===== config.mk =====
export PLATFORM = sky130hd
export DESIGN_NAME = ssd_scan_ctrl
export DESIGN_NICKNAME = d
export VERILOG_FILES = /design/src/rtl/ssd_scan_ctrl.sv
export SDC_FILE = /design/constraint.sdc
export NUM_CORES = 1
export LEC_CHECK = 0
export CAP_MARGIN = 20
export CORE_MARGIN = 4
export CORE_UTILIZATION = 50
export CTS_CLUSTER_SIZE = 14
export DETAILED_ROUTE_END_ITERATION = 6
export PLACE_DENSITY = 0.73
export SLEW_MARGIN = 25
export SYNTH_ARGS = -nofsm -noshare
export SYNTH_HDL_FRONTEND = slang
export SYNTH_SLANG_ARGS = --single-unit
export TNS_END_PERCENT = 10

===== constraint.sdc =====
create_clock -name clk -period 9.55 [get_ports clk]
set_clock_uncertainty 0.05 [all_clocks]
set_input_delay 1.91 -clock clk [delete_from_list [all_inputs] [get_ports clk]]
set_output_delay 1.91 -clock clk [all_outputs]
set_load 0.05 [all_outputs]

===== src/rtl/ssd_scan_ctrl.sv =====
// Multiplexed seven-segment scan controller: double-buffered digit data with a
// frame-aligned load handshake, blanking/blink/leading-zero suppression and PWM dimming.
module ssd_scan_ctrl #(
  parameter int NUM_DIGITS   = 8,
  parameter int DIV          = 100000,
  parameter int BRIGHT_BITS  = 3,
  parameter int BLINK_FRAMES = 64
) (
  input  logic                    clk,
  input  logic                    rst_n,
  input  logic [4*NUM_DIGITS-1:0] value,
  input  logic [NUM_DIGITS-1:0]   dp_value,
  input  logic [NUM_DIGITS-1:0]   blank_mask,
  input  logic [NUM_DIGITS-1:0]   blink_mask,
  input  logic                    lz_blank,
  input  logic [BRIGHT_BITS-1:0]  brightness,
  input  logic                    load,
  output logic                    load_done,
  output logic                    frame_start,
  output logic [6:0]              display,
  output logic                    DP,
  output logic [NUM_DIGITS-1:0]   AN
);

  localparam int CNT_W = (DIV > 1) ? $clog2(DIV) : 1;
  localparam int IDX_W = (NUM_DIGITS > 1) ? $clog2(NUM_DIGITS) : 1;
  localparam int BLK_W = (BLINK_FRAMES > 1) ? $clog2(BLINK_FRAMES) : 1;
  localparam int VW    = 4 * NUM_DIGITS;

  function automatic logic [6:0] hex_font(input logic [3:0] n);
    logic [6:0] s;
    case (n)
      4'h0: s = 7'h40;
      4'h1: s = 7'h79;
      4'h2: s = 7'h24;
      4'h3: s = 7'h30;
      4'h4: s = 7'h19;
      4'h5: s = 7'h12;
      4'h6: s = 7'h02;
      4'h7: s = 7'h78;
      4'h8: s = 7'h00;
      4'h9: s = 7'h10;
      4'hA: s = 7'h08;
      4'hB: s = 7'h03;
      4'hC: s = 7'h46;
      4'hD: s = 7'h21;
      4'hE: s = 7'h06;
      default: s = 7'h0E;
    endcase
    return s;
  endfunction

  logic [CNT_W-1:0]       cnt_q, cnt_d;
  logic [IDX_W-1:0]       idx_q, idx_d;
  logic [BLK_W-1:0]       blink_cnt_q, blink_cnt_d;
  logic                   blink_q, blink_d;
  logic                   pend_q, pend_d;

  logic [VW-1:0]          stg_value_q, stg_value_d;
  logic [NUM_DIGITS-1:0]  stg_dp_q, stg_dp_d;
  logic [NUM_DIGITS-1:0]  stg_blank_q, stg_blank_d;
  logic [NUM_DIGITS-1:0]  stg_blink_q, stg_blink_d;
  logic                   stg_lz_q, stg_lz_d;
  logic [BRIGHT_BITS-1:0] stg_bright_q, stg_bright_d;

  logic [VW-1:0]          act_value_q, act_value_d;
  logic [NUM_DIGITS-1:0]  act_dp_q, act_dp_d;
  logic [NUM_DIGITS-1:0]  act_blank_q, act_blank_d;
  logic [NUM_DIGITS-1:0]  act_blink_q, act_blink_d;
  logic                   act_lz_q, act_lz_d;
  logic [BRIGHT_BITS-1:0] act_bright_q, act_bright_d;

  logic [NUM_DIGITS-1:0]  an_q, an_d;
  logic [6:0]             seg_q, seg_d;
  logic                   dp_q, dp_d;
  logic                   load_done_q, load_done_d;
  logic                   frame_start_q, frame_start_d;

  logic                   slot_end, frame_end;
  logic [NUM_DIGITS-1:0]  lz_mask;
  logic                   zero_run;
  logic                   dark;
  logic [3:0]             dig_nib;
  logic [31:0]            on_len;

  // A digit is a suppressible leading zero when it and every digit above it are zero.
  always_comb begin
    lz_mask  = '0;
    zero_run = 1'b1;
    for (int unsigned k = 0; k < NUM_DIGITS; k++) begin
      zero_run = zero_run & (act_value_q[4*(NUM_DIGITS-1-k) +: 4] == 4'h0);
      lz_mask[NUM_DIGITS-1-k] = zero_run & (k != NUM_DIGITS-1);
    end
  end

  always_comb begin
    slot_end  = (cnt_q == CNT_W'(DIV - 1));
    frame_end = slot_end && (idx_q == IDX_W'(NUM_DIGITS - 1));

    cnt_d = slot_end ? '0 : cnt_q + CNT_W'(1);
    idx_d = idx_q;
    if (slot_end) idx_d = frame_end ? '0 : idx_q + IDX_W'(1);

    blink_cnt_d = blink_cnt_q;
    blink_d     = blink_q;
    if (frame_end) begin
      if (blink_cnt_q == BLK_W'(BLINK_FRAMES - 1)) begin
        blink_cnt_d = '0;
        blink_d     = ~blink_q;
      end else begin
        blink_cnt_d = blink_cnt_q + BLK_W'(1);
      end
    end

    stg_value_d  = stg_value_q;
    stg_dp_d     = stg_dp_q;
    stg_blank_d  = stg_blank_q;
    stg_blink_d  = stg_blink_q;
    stg_lz_d     = stg_lz_q;
    stg_bright_d = stg_bright_q;
    if (load) begin
      stg_value_d  = value;
      stg_dp_d     = dp_value;
      stg_blank_d  = blank_mask;
      stg_blink_d  = blink_mask;
      stg_lz_d     = lz_blank;
      stg_bright_d = brightness;
    end

    act_value_d  = act_value_q;
    act_dp_d     = act_dp_q;
    act_blank_d  = act_blank_q;
    act_blink_d  = act_blink_q;
    act_lz_d     = act_lz_q;
    act_bright_d = act_bright_q;
    pend_d       = pend_q;
    // A load landing on the boundary itself bypasses staging and supersedes any pending set.
    if (frame_end) begin
      pend_d = 1'b0;
      if (load) begin
        act_value_d  = value;
        act_dp_d     = dp_value;
        act_blank_d  = blank_mask;
        act_blink_d  = blink_mask;
        act_lz_d     = lz_blank;
        act_bright_d = brightness;
      end else if (pend_q) begin
        act_value_d  = stg_value_q;
        act_dp_d     = stg_dp_q;
        act_blank_d  = stg_blank_q;
        act_blink_d  = stg_blink_q;
        act_lz_d     = stg_lz_q;
        act_bright_d = stg_bright_q;
      end
    end else if (load) begin
      pend_d = 1'b1;
    end
    load_done_d = frame_end && (load || pend_q);
  end

  always_comb begin
    dig_nib = act_value_q[{idx_q, 2'b00} +: 4];
    dark    = act_blank_q[idx_q]
            | (act_blink_q[idx_q] & blink_q)
            | (act_lz_q & lz_mask[idx_q]);
    on_len  = ((32'(act_bright_q) + 32'd1) * 32'(DIV)) >> BRIGHT_BITS;

    an_d = '1;
    if (!dark && (32'(cnt_q) < on_len)) an_d[idx_q] = 1'b0;
    seg_d         = dark ? 7'h7F : hex_font(dig_nib);
    dp_d          = ~(act_dp_q[idx_q] & ~dark);
    frame_start_d = (idx_q == '0) && (cnt_q == '0);
  end

  always_ff @(posedge clk or negedge rst_n) begin
    if (!rst_n) begin
      cnt_q         <= '0;
      idx_q         <= '0;
      blink_cnt_q   <= '0;
      blink_q       <= 1'b0;
      pend_q        <= 1'b0;
      stg_value_q   <= '0;
      stg_dp_q      <= '0;
      stg_blank_q   <= '0;
      stg_blink_q   <= '0;
      stg_lz_q      <= 1'b0;
      stg_bright_q  <= '1;
      act_value_q   <= '0;
      act_dp_q      <= '0;
      act_blank_q   <= '0;
      act_blink_q   <= '0;
      act_lz_q      <= 1'b0;
      act_bright_q  <= '1;
      an_q          <= '1;
      seg_q         <= 7'h7F;
      dp_q          <= 1'b1;
      load_done_q   <= 1'b0;
      frame_start_q <= 1'b0;
    end else begin
      cnt_q         <= cnt_d;
      idx_q         <= idx_d;
      blink_cnt_q   <= blink_cnt_d;
      blink_q       <= blink_d;
      pend_q        <= pend_d;
      stg_value_q   <= stg_value_d;
      stg_dp_q      <= stg_dp_d;
      stg_blank_q   <= stg_blank_d;
      stg_blink_q   <= stg_blink_d;
      stg_lz_q      <= stg_lz_d;
      stg_bright_q  <= stg_bright_d;
      act_value_q   <= act_value_d;
      act_dp_q      <= act_dp_d;
      act_blank_q   <= act_blank_d;
      act_blink_q   <= act_blink_d;
      act_lz_q      <= act_lz_d;
      act_bright_q  <= act_bright_d;
      an_q          <= an_d;
      seg_q         <= seg_d;
      dp_q          <= dp_d;
      load_done_q   <= load_done_d;
      frame_start_q <= frame_start_d;
    end
  end

  assign AN          = an_q;
  assign display     = seg_q;
  assign DP          = dp_q;
  assign load_done   = load_done_q;
  assign frame_start = frame_start_q;

endmodule


Yosys cells after proc, flatten, opt, wreduce, memory -nomap -nowiden:

Memory sizes are Yosys's and may differ from the RTL's.
Index checks and enable logic that the tools add are counted.

* ROM bits: 112
* logic and storage cells: 99
* input bits: 63
* bits in writable memories: 0
* memories kept: 1
* register bits after elaboration: 166
* output and inout port bits: 18
* bits in latches: 0

* reduce and logical (&&, ||, !) cells: 20
* equal/unequal tests: 3
* magnitude comparators: 3
* multiplexer cells: 29
* bitwise operators: 15
* multiply operators: 1
* shift-type cells: 1
* add/subtract/negate cells: 4
* divide/modulo/power cells: 0

Memories
* (no name shown): words 16, bits a word 7, read ports 1, clocked after Yosys merged registers in 0, write ports 0, RTL line 32 `case (n)`

Operators with widths (number)
* $mux 32: 2
* $mux 8: 7
* $shiftx 32x6->4: 1
* $logic_not 4->1: 7
* $lt 17x18->1: 1
* $add 17x1->17 const B: 1
* $eq 17x17->1 const B: 1
* $logic_not 17->1: 1
* $mux 17: 1
* $mul 4x12->16 const B: 1
* $bmux 1 s3: 4
* $and 1x1->1: 9
* $mux 1: 9
* $mux 3: 3
* $not 8->8: 1
* $mux 7: 1
* $add 6x1->6 const B: 1
* $eq 6x6->1 const B: 1
* $mux 6: 1
* $logic_and 1x1->1: 5
* $add 3x1->4 const B: 1
* $lt 3x4->1 const B: 1
* $reduce_and 2->1: 2
* $reduce_bool 2->1: 2
* other kinds (9): 12

Logic depth before layout (Yosys ltp):

Gate-level depths: netlist of run 1.

* depth after elaboration: 14
* mapped depth: 18

Worst setup path after synthesis of run 1:

Ideal clock, no wire load.

* path kind: register to register
* start: register act_bright_q[0]
* end: register an_q[0] (netlist: AN[0])
* library setup time: 0.066 ns
* data arrival time: 3.871 ns
* period minus slack after synthesis: 3.988 ns
* stages on the path, launching flop included: 19
* path slack: 5.562 ns
* data required time: 9.434 ns
* cell sequence: dfstp_2 -> inv_1 -> ha_1 -> ha_1 -> xnor2_1 -> ha_1 -> a21o_1 -> ha_1 -> a31o_2 -> a21oi_1 -> o211ai_1 -> mux2i_1 -> nor2_1 -> ha_1 -> nand3_1 -> nor4_1 -> o21ai_0 -> a32o_1 -> nand4_1

* word-level cells in the longest chain between the ends: 5

RTL lines
* start: declaration: RTL line 71 `logic [BRIGHT_BITS-1:0] act_bright_q, act_bright_d;`
* start signal: assignment: RTL line 216 `act_bright_q <= act_bright_d;`
* $add 3x1->4: RTL line 166 `on_len = ((32'(act_bright_q) + 32'd1) * 32'(DIV)) >> BRIGHT_BITS;`
* $mul 4x12->16: RTL line 166
* $lt 17x18->1: RTL line 169 `if (!dark && (32'(cnt_q) < on_len)) an_d[idx_q] = 1'b0;`
* $logic_and 1x1->1: RTL line 169
* $mux 8: RTL line 169
* net an_d[0]: RTL line 73 `logic [NUM_DIGITS-1:0] an_q, an_d;`
* end signal: assignment: RTL line 217 `an_q <= an_d;`
* end: declaration: RTL line 73

The timed path passes the listed nets, and every way through them passes these cells.
A chain may end at the register's enable or synchronous reset.

Worst setup path after layout of run 1:

* start: register act_bright_q[0]
* end: register an_q[4] (netlist: AN[4])

Same word-level chain as after synthesis.

==> impl_metrics.py, run 1 <==
metrics = {
    "synthesis": {
        "synth_warnings": 0,
        "synth_enable_flop_cells": 0,
        "post_synth.cell_area_avg_sq_um": 12.9,
        "ys.flop_type": "sky130_fd_sc_hd__dfrtp_1",
        "synth_cell_types": 59,
        "synth_largest_area_cell": "sky130_fd_sc_hd__dfrtp_1",
        "synthesis.area_sq_um": 8440,
        "synth_seq_cells": 166,
        "seq_area_frac_synth_pct": 49.6,
        "cell_with_the_most_instances_after_synthesis": "sky130_fd_sc_hd__dfrtp_1",
        "yosys-top-cells-count": "sky130_fd_sc_hd__dfrtp_1 (144), sky130_fd_sc_hd__mux2_2 (66), sky130_fd_sc_hd__mux2_4 (58), sky130_fd_sc_hd__ha_1 (44), sky130_fd_sc_hd__nand3_1 (25)",
        "yosys-top-cells-area": "sky130_fd_sc_hd__dfrtp_1 (43%), sky130_fd_sc_hd__mux2_4 (10%), sky130_fd_sc_hd__mux2_2 (8.8%)",
        "synth_async_sr_flop_share_pct": 100,
        "post-synth-top-area-fraction_pct": 42.7,
        "synthCells": 654,
        "synth.net_count": 761,
    },
    "clock_network": {
        "clk_pin_slew_worst_paths_ps": 60,
        "cts_made_buffers": 17,
        "h_tree_depth": 4,
        "worst_skew_pair.late_latency_ps": 410,
        "cts_root_buf": "sky130_fd_sc_hd__clkbuf_16",
        "cts-root-to-sink-buffers": 2,
        "cts_hold_repair.buffers": 0,
        "cts.sinks": 166,
        "post_cts_resized": 0,
        "post-cts-setup-buffers": 0,
        "tritoncts_clock_tree": "built",
    },
    "global_route": {
        "track_usage_pct": 19.2,
        "grt_antenna_before_repair": 0,
        "grt_start_max_net_pins": 94,
        "first_pass_grt_wire_length_mm": 28.6,
        "total_congestion_overflow": 0,
        "grt_pass1_vias": 5676,
    },
    "route": {
        "firstDrtPassIters": 5,
        "vias_per_cell": 5.59,
        "dr_total_vias": 5384,
        "routed_wire_length_per_instance_um": 17.6,
        "drt_wl_total_mm": 16.9,
        "drt.antenna.violating_nets": 0,
        "drt_first_iter_violations": 483,
        "remaining_drc_errors": 0,
    },
    "final_layout": {
        "layout_fillers": 1320,
        "multiInputGateArea_sq_um": 3930,
        "area.growth.synth_to_final_pct": 17.2,
        "diodes": 0,
        "nets": 837,
        "final_layout_size_suffix_gt1_share_pct": 26.0,
        "register_area_sq_um": 4180,
    },
    "floorplan": {
        "core.rowCount": 47,
        "fp.dieArea_sq_um": 19000,
        "initial_utilization_pct": 50.9,
        "dieHeight_um": 138,
        "die_width_um": 138,
        "io-pin-count": 81,
        "fp.coreArea_sq_um": 16600,
    },
    "setup_path": {
        "worst_ep_arrival_time_ps": 4820,
        "timing.critical_path.slowest_cell_delay_ps": 610,
        "end_kind": "flip-flop",
        "critical_path_peak_fanout": 8,
        "cp_num_buf_inv": 1,
        "worst_path_dominant_cell_family": "adder cells",
        "startpoint_type": "flip-flop",
        "critical_path.slowest_cell": "sky130_fd_sc_hd__dfstp_2",
        "critical_path.most_common_cell": "sky130_fd_sc_hd__ha_1",
        "worstPathCellList": "inv_1 -> ha_1 -> ha_1 -> xnor2_1 -> ha_1 -> a21o_1 -> ha_1 -> a31o_2 -> a21oi_1 -> o211ai_1 -> mux2i_1 -> nor2_1 -> ha_1 -> nand3_1 -> nor4_1 -> o21ai_0 -> a32o_1 -> nand4_1",
        "data_required_time_of_the_worst_path_ps": 9840,
        "worst-setup-path-type": "flip-flop to flip-flop",
    },
    "sta": {
        "setup_viol_count_final": 0,
        "achievable-frequency_mhz": 221,
        "slew_viol_final": 0,
        "finalHoldViolCount": 0,
        "rsz0062_at_grt": "no",
        "fin_crit_ps": 4530,
        "final_min_period_over_clock_period_pct": 47.4,
        "tightest_slew_ps": 941,
        "fin_tns_setup_ps": 0,
        "slew_headroom_pct": 35.5,
    },
    "place": {
        "dp_hpwl_mm": 12.0,
        "port_buffers": 80,
        "place.gp.congestion": 0.877,
    },
    "pwr": {
        "power_mw": 1.55,
        "static-leakage-power_nw": 4.30,
        "p_per_cell_area_nw_per_um2": 157,
        "irDropWorstVdd_mv": 0.149,
    },
    "run_status": {
        "status": "finished clean",
    },
    "min_path": {
        "kind_of_path_behind_the_tightest_hold_check": "flip-flop to flip-flop",
    },
    "run": {
        "drv_cap": 0,
    },
}
==> placed cells by master (no fill, tap or decap), drive strengths merged, types with 3 or more instances in the layout <==
cell type	n
nor2	22
buf	8
a221oi	3
clkbuf	28
o21ai	19
o211ai	4
xnor2	21
dfrtp	144
clkinvlp	4
nand4b	3
xor2	10
o2111ai	5
clkdlybuf4s50	78
dfstp	22
nand3	25
a211oi	5
nand2	18
nor3	7
inv	27
o221ai	4
a31oi	3
a21o	5
and3	6
ha	44
mux2	125
nand4	20
a21oi	16
mux4	3
nand2b	4
nor2b	8
mux2i	11
nor4	12
and2	4
==> kinds of logic (layout without fill, tap and decap cells) <==
logic type / Yosys count / after routing / share of synthesized area, %
AOI/OAI and AO/OA: 77 / 77 / 6.14
xor gates and xnor gates: 31 / 31 / 3.22
adders and majority gates: 44 / 44 / 6.52
buffers and inverters: 56 / 145 / 3.84
DFF: 166 / 166 / 49.6
muxes: 139 / 139 / 21.4
and+or+nand+nor: 141 / 141 / 9.36
==> worst paths after layout <==
| kind | depth (start not counted) | to | slack, ps | startpoint |
|---|---|---|---|---|
| worst max-delay path | 18 | AN[4]$_DFF_PN1_ | 5020 | act_bright_q[0]$_DFFE_PN1P_ |
| worst min-delay path | 1 | blink_cnt_q[5]$_DFFE_PN0P_ | 450 | blink_cnt_q[5]$_DFFE_PN0P_ |
| worst max register to register | 18 | AN[4]$_DFF_PN1_ | 5020 | act_bright_q[0]$_DFFE_PN1P_ |
| worst min register to register | 1 | blink_cnt_q[5]$_DFFE_PN0P_ | 450 | blink_cnt_q[5]$_DFFE_PN0P_ |
| max in group asynchronous | 2 | stg_dp_q[5]$_DFFE_PN0P_ | 6490 | rst_n |
| min in group asynchronous | 1 | stg_value_q[11]$_DFFE_PN0P_ | 1500 | rst_n |
==> flip-flops by register name (all words and copies together), names as in the netlist, 3 cells and up <==
register      count
act_value_q      32
stg_value_q      32
cnt_q            17
AN                8
act_blank_q       8
act_blink_q       8
act_dp_q          8
stg_blank_q       8
stg_blink_q       8
stg_dp_q          8
display           7
blink_cnt_q       6
act_bright_q      3
idx_q             3
stg_bright_q      3
==> power breakdown <==
| group | internal [mW] | total (mW) | switching, mW | leakage [nW] |
|---|---|---|---|---|
| clock | 0.369 | 0.632 | 0.263 | 0.256 |
| sequential | 0.745 | 0.760 | 0.0155 | 2.06 |
| combinational | 0.0833 | 0.161 | 0.0775 | 1.98 |
==> layer usage <==
metal | up-vias | wire length (um) | global-route usage (%) | share of wire, %
li1 | 2529 | - | - | -
met1 | 2700 | 8150 | 27.8 | 48
met2 | 143 | 7730 | 29.3 | 46
met3 | 12 | 863 | 4.14 | 5.1
met4 | 0 | 169 | 5.27 | 1.0
met5 | - | 0 | 0 | 0
==> final cells by class <==
cell class / instances / share of cell area, %
Clock inverter: 5 / 0.392
Multi-Input combinational cell: 432 / 39.8
Sequential cell: 166 / 42.3
Timing Repair Buffer: 87 / 8.63
Tap cell: 220 / 2.78
Clock buffer: 27 / 5.19
Inverter: 26 / 0.987
==> stage by stage <==
| stage | instances | instance area [sq um] | utilization [%] | hold slack (ps) | worst slack, ps |
|---|---|---|---|---|---|
| finish | 963 | 9890 | 59.6 | 446 | 5020 |
| global route | 963 | 9890 | 59.6 | 462 | 4770 |
| CTS | 962 | 9880 | 59.6 | 448 | 5060 |
| detailed placement | 930 | 9330 | 56.3 | 436 | 5030 |
| global placement | 930 | 9330 | 56.3 | 413 | 5080 |
| floorplan | 654 | 8440 | - | 395 | 5560 |
No activity file was read; power rests on OpenSTA's default activity.
==> inputs of run 2 (changes only) <==
==> constraint.sdc (replaced) <==
create_clock -name clk -period 4.35 [get_ports clk]
set_clock_uncertainty 0.05 [all_clocks]
set_input_delay 0.87 -clock clk [delete_from_list [all_inputs] [get_ports clk]]
set_output_delay 0.87 -clock clk [all_outputs]
set_load 0.05 [all_outputs]
==> run 2 against run 1 <==
Sequential cell count did not move. Clock-buffer cell count fell by 6. Critical path depth did not move. Power rose by 140%. Worst hold slack improved by 0.59 ps. Final area rose by 2.3%. Die area did not move. Global-route usage rose by 0.61 points. Worst setup slack got worse by 4800 ps. Via count rose by 1.0%. Sequential power rose by 120%. Sequential share of layout area fell by 0.96 points. Largest power group unchanged.
==> impl_metrics.py, run 2 (synthesized netlist as in run 1, its figures left out) <==
metrics = {
    "setup_path": {
        "worst_ep_arrival_time_ps": 4440,
        "timing.critical_path.slowest_cell_delay_ps": 570,
        "critical_path_peak_fanout": 8,
        "data_required_time_of_the_worst_path_ps": 4650,
        "end_kind": "flip-flop",
        "worstPathCellList": "ha_2 -> xor2_4 -> inv_1 -> xnor2_1 -> ha_1 -> a21o_1 -> ha_4 -> a31o_2 -> a21oi_1 -> o211ai_1 -> mux2i_1 -> nor2_1 -> ha_1 -> nand3_1 -> nor4_2 -> o21ai_1 -> a32o_2 -> nand4b_1",
        "worst_path_dominant_cell_family": "compound AO/OA/AOI/OAI gates",
        "critical_path.most_common_cell": "sky130_fd_sc_hd__ha_1",
        "worst-setup-path-type": "flip-flop to flip-flop",
        "critical_path.slowest_cell": "sky130_fd_sc_hd__dfstp_2",
        "startpoint_type": "flip-flop",
        "cp_num_buf_inv": 1,
    },
    "clock_network": {
        "h_tree_depth": 4,
        "clk_pin_slew_worst_paths_ps": 60,
        "cts-root-to-sink-buffers": 2,
        "cts_made_buffers": 17,
        "cts_root_buf": "sky130_fd_sc_hd__clkbuf_16",
        "cts.sinks": 166,
        "worst_skew_pair.late_latency_ps": 420,
        "tritoncts_clock_tree": "built",
    },
    "route": {
        "drt_first_iter_violations": 338,
        "dr_total_vias": 5439,
        "firstDrtPassIters": 5,
        "drt.antenna.violating_nets": 0,
        "routed_wire_length_per_instance_um": 18.3,
        "vias_per_cell": 5.60,
        "drt_wl_total_mm": 17.8,
        "remaining_drc_errors": 0,
    },
    "pwr": {
        "power_mw": 3.66,
        "irDropWorstVdd_mv": 0.281,
        "p_per_cell_area_nw_per_um2": 361,
        "static-leakage-power_nw": 4.39,
    },
    "sta": {
        "fin_crit_ps": 4140,
        "tightest_slew_ps": 1010,
        "final_min_period_over_clock_period_pct": 95.2,
        "setup_viol_count_final": 0,
        "slew_headroom_pct": 32.4,
        "finalHoldViolCount": 0,
        "slew_viol_final": 0,
        "achievable-frequency_mhz": 241,
    },
    "final_layout": {
        "layout_fillers": 1319,
        "area.growth.synth_to_final_pct": 19.9,
        "reg.largest.list": "act_value_q x32, stg_value_q x32, cnt_q x17",
        "nets": 846,
        "final_common_cell": "sky130_fd_sc_hd__dfrtp_1",
        "final_layout_size_suffix_gt1_share_pct": 28.2,
        "layout.cells.most_common_list": "sky130_fd_sc_hd__dfrtp_1 (144), sky130_fd_sc_hd__clkdlybuf4s50_1 (78), sky130_fd_sc_hd__mux2_2 (66)",
        "register_area_sq_um": 4180,
        "final-instance-count-excl-fill": 972,
        "diodes": 0,
        "multiInputGateArea_sq_um": 4000,
    },
    "floorplan": {
        "fp.coreArea_sq_um": 16600,
        "dieHeight_um": 138,
        "initial_utilization_pct": 50.9,
        "die_width_um": 138,
        "io-pin-count": 81,
        "fp.dieArea_sq_um": 19000,
        "core.rowCount": 47,
    },
    "run": {
        "drv_cap": 0,
    },
    "global_route": {
        "total_congestion_overflow": 0,
        "grt_start_max_net_pins": 97,
        "grt_pass1_vias": 5683,
        "grt_antenna_before_repair": 0,
        "track_usage_pct": 19.8,
        "first_pass_grt_wire_length_mm": 29.1,
    },
    "place": {
        "port_buffers": 80,
        "dp_hpwl_mm": 12.8,
        "place.gp.congestion": 0.798,
        "dp_cells": 938,
    },
    "min_path": {
        "kind_of_path_behind_the_tightest_hold_check": "flip-flop to flip-flop",
    },
    "run_status": {
        "status": "finished clean",
    },
}
==> run 2: cell types whose count changed in the layout (fill, tap and decap cells not counted), sizes merged <==
cell | before | now
bufinv | 0 | 5
clkinv | 0 | 1
clkbuf | 28 | 21
buf | 8 | 18
==> run 2: worst reg2reg max path, delay by kind of cell (launching register included) <==
family          cells  cell delay, ps
mux                 1             220
fa+ha+maj           4            1010
simple gates        4             570
flops               1             570
compound gates      6            1190
buf+inv             1             100
xor+xnor            2             360
==> run 2: layout make-up <==
class | count | share of cell area, %
clock buffer | 21 | 4.35
inverter | 26 | 0.964
sequential | 166 | 41.3
clock inverter | 11 | 1.95
multi-input combinational | 432 | 39.5
tap | 220 | 2.72
timing repair buffer | 96 | 9.19
==> run 2: layer usage <==
layer	routed length, um	share of wire [%]	track usage (%)
met4	165	0.93	5.87
met1	8340	47	27.6
met2	8540	48	31.7
met5	0	0	0
met3	775	4.3	3.85
==> run 2: stage by stage <==
step                      hold WS (ps)  utilization [%]  setup TNS, ps  setup slack (ps)  cell area, sq um
final                              446             61.0              0               208             10100
after global routing               466             61.0           -226             -41.9             10100
after CTS                          448             60.6              0              96.5             10100
after detailed placement           436             56.7           -412             -71.3              9400
after global placement             422             56.6              0               110              9390
after floorplan                    395                -              0               362              8440
==> run 2: repair_timing <==
| item | 4_1_cts | 5_1_grt |
|---|---|---|
| pin swaps | 0 | 3 |
| hold buffers | 0 | 0 |
| setup endpoints to repair | 8 | 8 |
| endpoints found under the hold margin | 0 | 0 |
| buffers inserted | 1 | 1 |
| gates resized for setup | 2 | 10 |
==> run 2: final timing paths <==
kind	startpoint	end	slack, ps	cells after the start
max	act_bright_q[1]$_DFFE_PN1P_	AN[5]$_DFF_PN1_	210	18
max reg2reg	act_bright_q[1]$_DFFE_PN1P_	AN[5]$_DFF_PN1_	210	18
min	stg_value_q[3]$_DFFE_PN0P_	stg_value_q[3]$_DFFE_PN0P_	450	1
min in group asynchronous	rst_n	load_done$_DFF_PN0_	470	1
min reg2reg	stg_value_q[3]$_DFFE_PN0P_	stg_value_q[3]$_DFFE_PN0P_	450	1
max in group asynchronous	rst_n	display[5]$_DFF_PN1_	2820	2
==> run 2: report_power, final <==
part | internal [mW] | total (mW) | switching (mW)
sequential | 1.64 | 1.67 | 0.0353
clock | 1.02 | 1.62 | 0.597
combinational | 0.191 | 0.367 | 0.177
total | 2.85 | 3.66 | 0.809
==> inputs of run 3 (changes only) <==
--- a/config.mk
+++ b/config.mk
@@ -7,10 +7,10 @@
 export LEC_CHECK = 0
 export CAP_MARGIN = 20
 export CORE_MARGIN = 4
-export CORE_UTILIZATION = 50
+export CORE_UTILIZATION = 46
 export CTS_CLUSTER_SIZE = 14
 export DETAILED_ROUTE_END_ITERATION = 6
-export PLACE_DENSITY = 0.73
+export PLACE_DENSITY = 0.68
 export SLEW_MARGIN = 25
 export SYNTH_ARGS = -nofsm -noshare
 export SYNTH_HDL_FRONTEND = slang
==> run 3 against run 2 <==
Utilization is 4.9 points lower. Clock-buffer cell count unchanged. Worst hold slack worse by 78 ps. Sequential share of layout area is essentially flat. Critical path depth shrank 1. Fmax decreased by 2.1%. Final area about the same. Wire length decreased by 0.84%. Largest cell class unchanged. Highest routed layer unchanged.
==> impl_metrics.py, run 3 (synthesized netlist as in run 1, its figures left out) <==
metrics = {
    "setup_path": {
        "worstRegToRegCells": 17,
        "timing.critical_path.slowest_cell_delay_ps": 580,
        "worst_r2r_startpoint": "act_bright_q[0]$_DFFE_PN1P_",
        "end_kind": "flip-flop",
        "worst-setup-path-type": "flip-flop to flip-flop",
        "critical_path.slowest_cell": "sky130_fd_sc_hd__dfstp_2",
        "rr_endpoint": "AN[0]$_DFF_PN1_",
        "reg2reg_setup_slack_ps": 120,
        "critical_path.most_common_cell": "sky130_fd_sc_hd__ha_1",
        "startpoint_type": "flip-flop",
        "worstPathCellList": "inv_2 -> ha_1 -> buf_4 -> ha_1 -> xnor2_1 -> ha_4 -> a31o_2 -> a21oi_2 -> o211ai_1 -> mux2i_1 -> nor2_1 -> ha_1 -> nand3_1 -> nor4_2 -> o21ai_1 -> a32o_2 -> nand4_1",
        "data_required_time_of_the_worst_path_ps": 4650,
        "worst_path_dominant_cell_family": "adder cells",
        "critical_path_peak_fanout": 8,
        "worst_ep_arrival_time_ps": 4540,
        "cp_num_buf_inv": 2,
    },
    "clock_network": {
        "cts.sinks": 166,
        "cts-root-to-sink-buffers": 2,
        "tritoncts_clock_tree": "built",
        "worst_skew_pair.late_latency_ps": 430,
        "h_tree_depth": 4,
        "cts_hold_repair.buffers": 0,
        "clk_pin_slew_worst_paths_ps": 60,
        "cts_made_buffers": 17,
        "cts_root_buf": "sky130_fd_sc_hd__clkbuf_16",
    },
    "pwr": {
        "power_frac_comb_pct": 10.0,
        "switching_share_pct": 22.3,
        "p_per_cell_area_nw_per_um2": 360,
        "sequentialPowerShare_pct": 45.7,
        "power.clock.fraction_pct": 44.2,
        "static-leakage-power_nw": 4.40,
        "irDropWorstVdd_mv": 0.268,
        "p_sw_mw": 0.815,
        "internal_power_mw": 2.83,
    },
    "route": {
        "remaining_drc_errors": 0,
        "dr_total_vias": 5470,
        "routed_wire_length_per_instance_um": 18.1,
        "drt.antenna.violating_nets": 0,
        "drt_first_iter_violations": 429,
        "drt_wl_total_mm": 17.7,
        "vias_per_cell": 5.59,
        "firstDrtPassIters": 5,
    },
    "place": {
        "port_buffers": 80,
        "postPlaceCellArea_sq_um": 9420,
        "place.gp.congestion": 0.899,
        "dp_hpwl_mm": 12.4,
    },
    "global_route": {
        "grt_antenna_before_repair": 0,
        "grt_pass1_vias": 5569,
        "first_pass_grt_wire_length_mm": 28.7,
        "track_usage_pct": 17.8,
        "grt_start_max_net_pins": 101,
        "total_congestion_overflow": 0,
    },
    "final_layout": {
        "final_common_cell": "sky130_fd_sc_hd__dfrtp_1",
        "area.growth.synth_to_final_pct": 19.9,
        "layout.cells.most_common_list": "sky130_fd_sc_hd__dfrtp_1 (144), sky130_fd_sc_hd__clkdlybuf4s50_1 (78), sky130_fd_sc_hd__mux2_2 (66)",
        "reg.largest.list": "act_value_q x32, stg_value_q x32, cnt_q x17",
        "final_core_utilization_pct": 56.1,
        "layout_fillers": 1488,
        "final_layout_size_suffix_gt1_share_pct": 28.4,
        "diodes": 0,
        "stdcell_area_sq_um": 10100,
        "nets": 844,
    },
    "sta": {
        "achievable-frequency_mhz": 236,
        "slew_viol_final": 0,
        "setup_viol_count_final": 0,
        "slew_headroom_pct": 32.2,
        "final_min_period_over_clock_period_pct": 97.3,
        "tightest_slew_ps": 989,
        "finalHoldViolCount": 0,
        "fin_crit_ps": 4230,
    },
    "floorplan": {
        "die_width_um": 143,
        "initial_utilization_pct": 46.8,
        "fp.coreArea_sq_um": 18000,
        "fp.dieArea_sq_um": 20600,
        "io-pin-count": 81,
        "core.rowCount": 49,
        "dieHeight_um": 143,
    },
    "run_status": {
        "status": "finished clean",
    },
    "run": {
        "drv_cap": 0,
    },
    "min_path": {
        "kind_of_path_behind_the_tightest_hold_check": "primary input to async pin",
    },
}
## run 3: per-layer routing
| metal | vias to the layer above | GRT usage (%) | routed length (um) |
|---|---|---|---|
| li1 | 2547 | - | - |
| met1 | 2752 | 25.1 | 8270 |
| met4 | 0 | 5.10 | 255 |
| met5 | - | 0 | 0 |
| met3 | 24 | 4.19 | 938 |
| met2 | 147 | 27.6 | 8220 |
## run 3: cell type report
type	count	area [sq um]	share of cell area, %
tap	229	287	2.83
clock buffer	21	470	4.65
timing repair buffer	94	940	9.29
clock inverter	11	171	1.69
multi-input combinational	432	3970	39.3
inverter	26	97.6	0.964
sequential	166	4180	41.3
## run 3: power groups by stage
stage	Combinational, mW	Sequential, mW	Clock (mW)
5_1_grt	0.402	1.68	1.72
6_report	0.366	1.67	1.61
3_5_place_dp	0.361	1.70	0
3_3_place_gp	0.354	1.69	0
2_1_floorplan	0.191	1.71	0
4_1_cts	0.365	1.67	1.65
## run 3: worst max path at each step
| stage | start | endpoint | slack [ps] | depth (start not counted) |
|---|---|---|---|---|
| 6_report | act_bright_q[0]$_DFFE_PN1P_ | AN[0]$_DFF_PN1_ | 120 | 17 |
| 5_1_grt | act_bright_q[0]$_DFFE_PN1P_ | AN[0]$_DFF_PN1_ | -70 | 17 |
| 4_1_cts | act_bright_q[0]$_DFFE_PN1P_ | AN[0]$_DFF_PN1_ | 2 | 18 |
| 3_5_place_dp | act_bright_q[1]$_DFFE_PN1P_ | AN[0]$_DFF_PN1_ | 10 | 18 |
| 3_3_place_gp | act_bright_q[0]$_DFFE_PN1P_ | AN[4]$_DFF_PN1_ | 220 | 18 |
| 2_1_floorplan | act_bright_q[0]$_DFFE_PN1P_ | AN[0]$_DFF_PN1_ | 360 | 18 |
## run 3: timing repair
| action | in CTS | in global routing |
|---|---|---|
| setup endpoints to repair | 8 | 8 |
| setup buffers | 0 | 3 |
| gates resized for setup | 1 | 10 |
| gates cloned | 0 | 0 |
| hold endpoints to repair | 0 | 0 |
| pin swaps | 0 | 3 |
## run 3: per-stage QoR
stage               hold WS [ps]  power, mW  instances  setup slack [ps]  TNS (ps)
detailed placement           426       2.06        944              14.0         0
global placement             408       2.05        944               215         0
global route                 413       3.80        979             -68.2      -364
floorplan                    395       1.90        654               362         0
CTS                          385       3.68        976              2.23         0
finish                       369       3.65        979               117         0
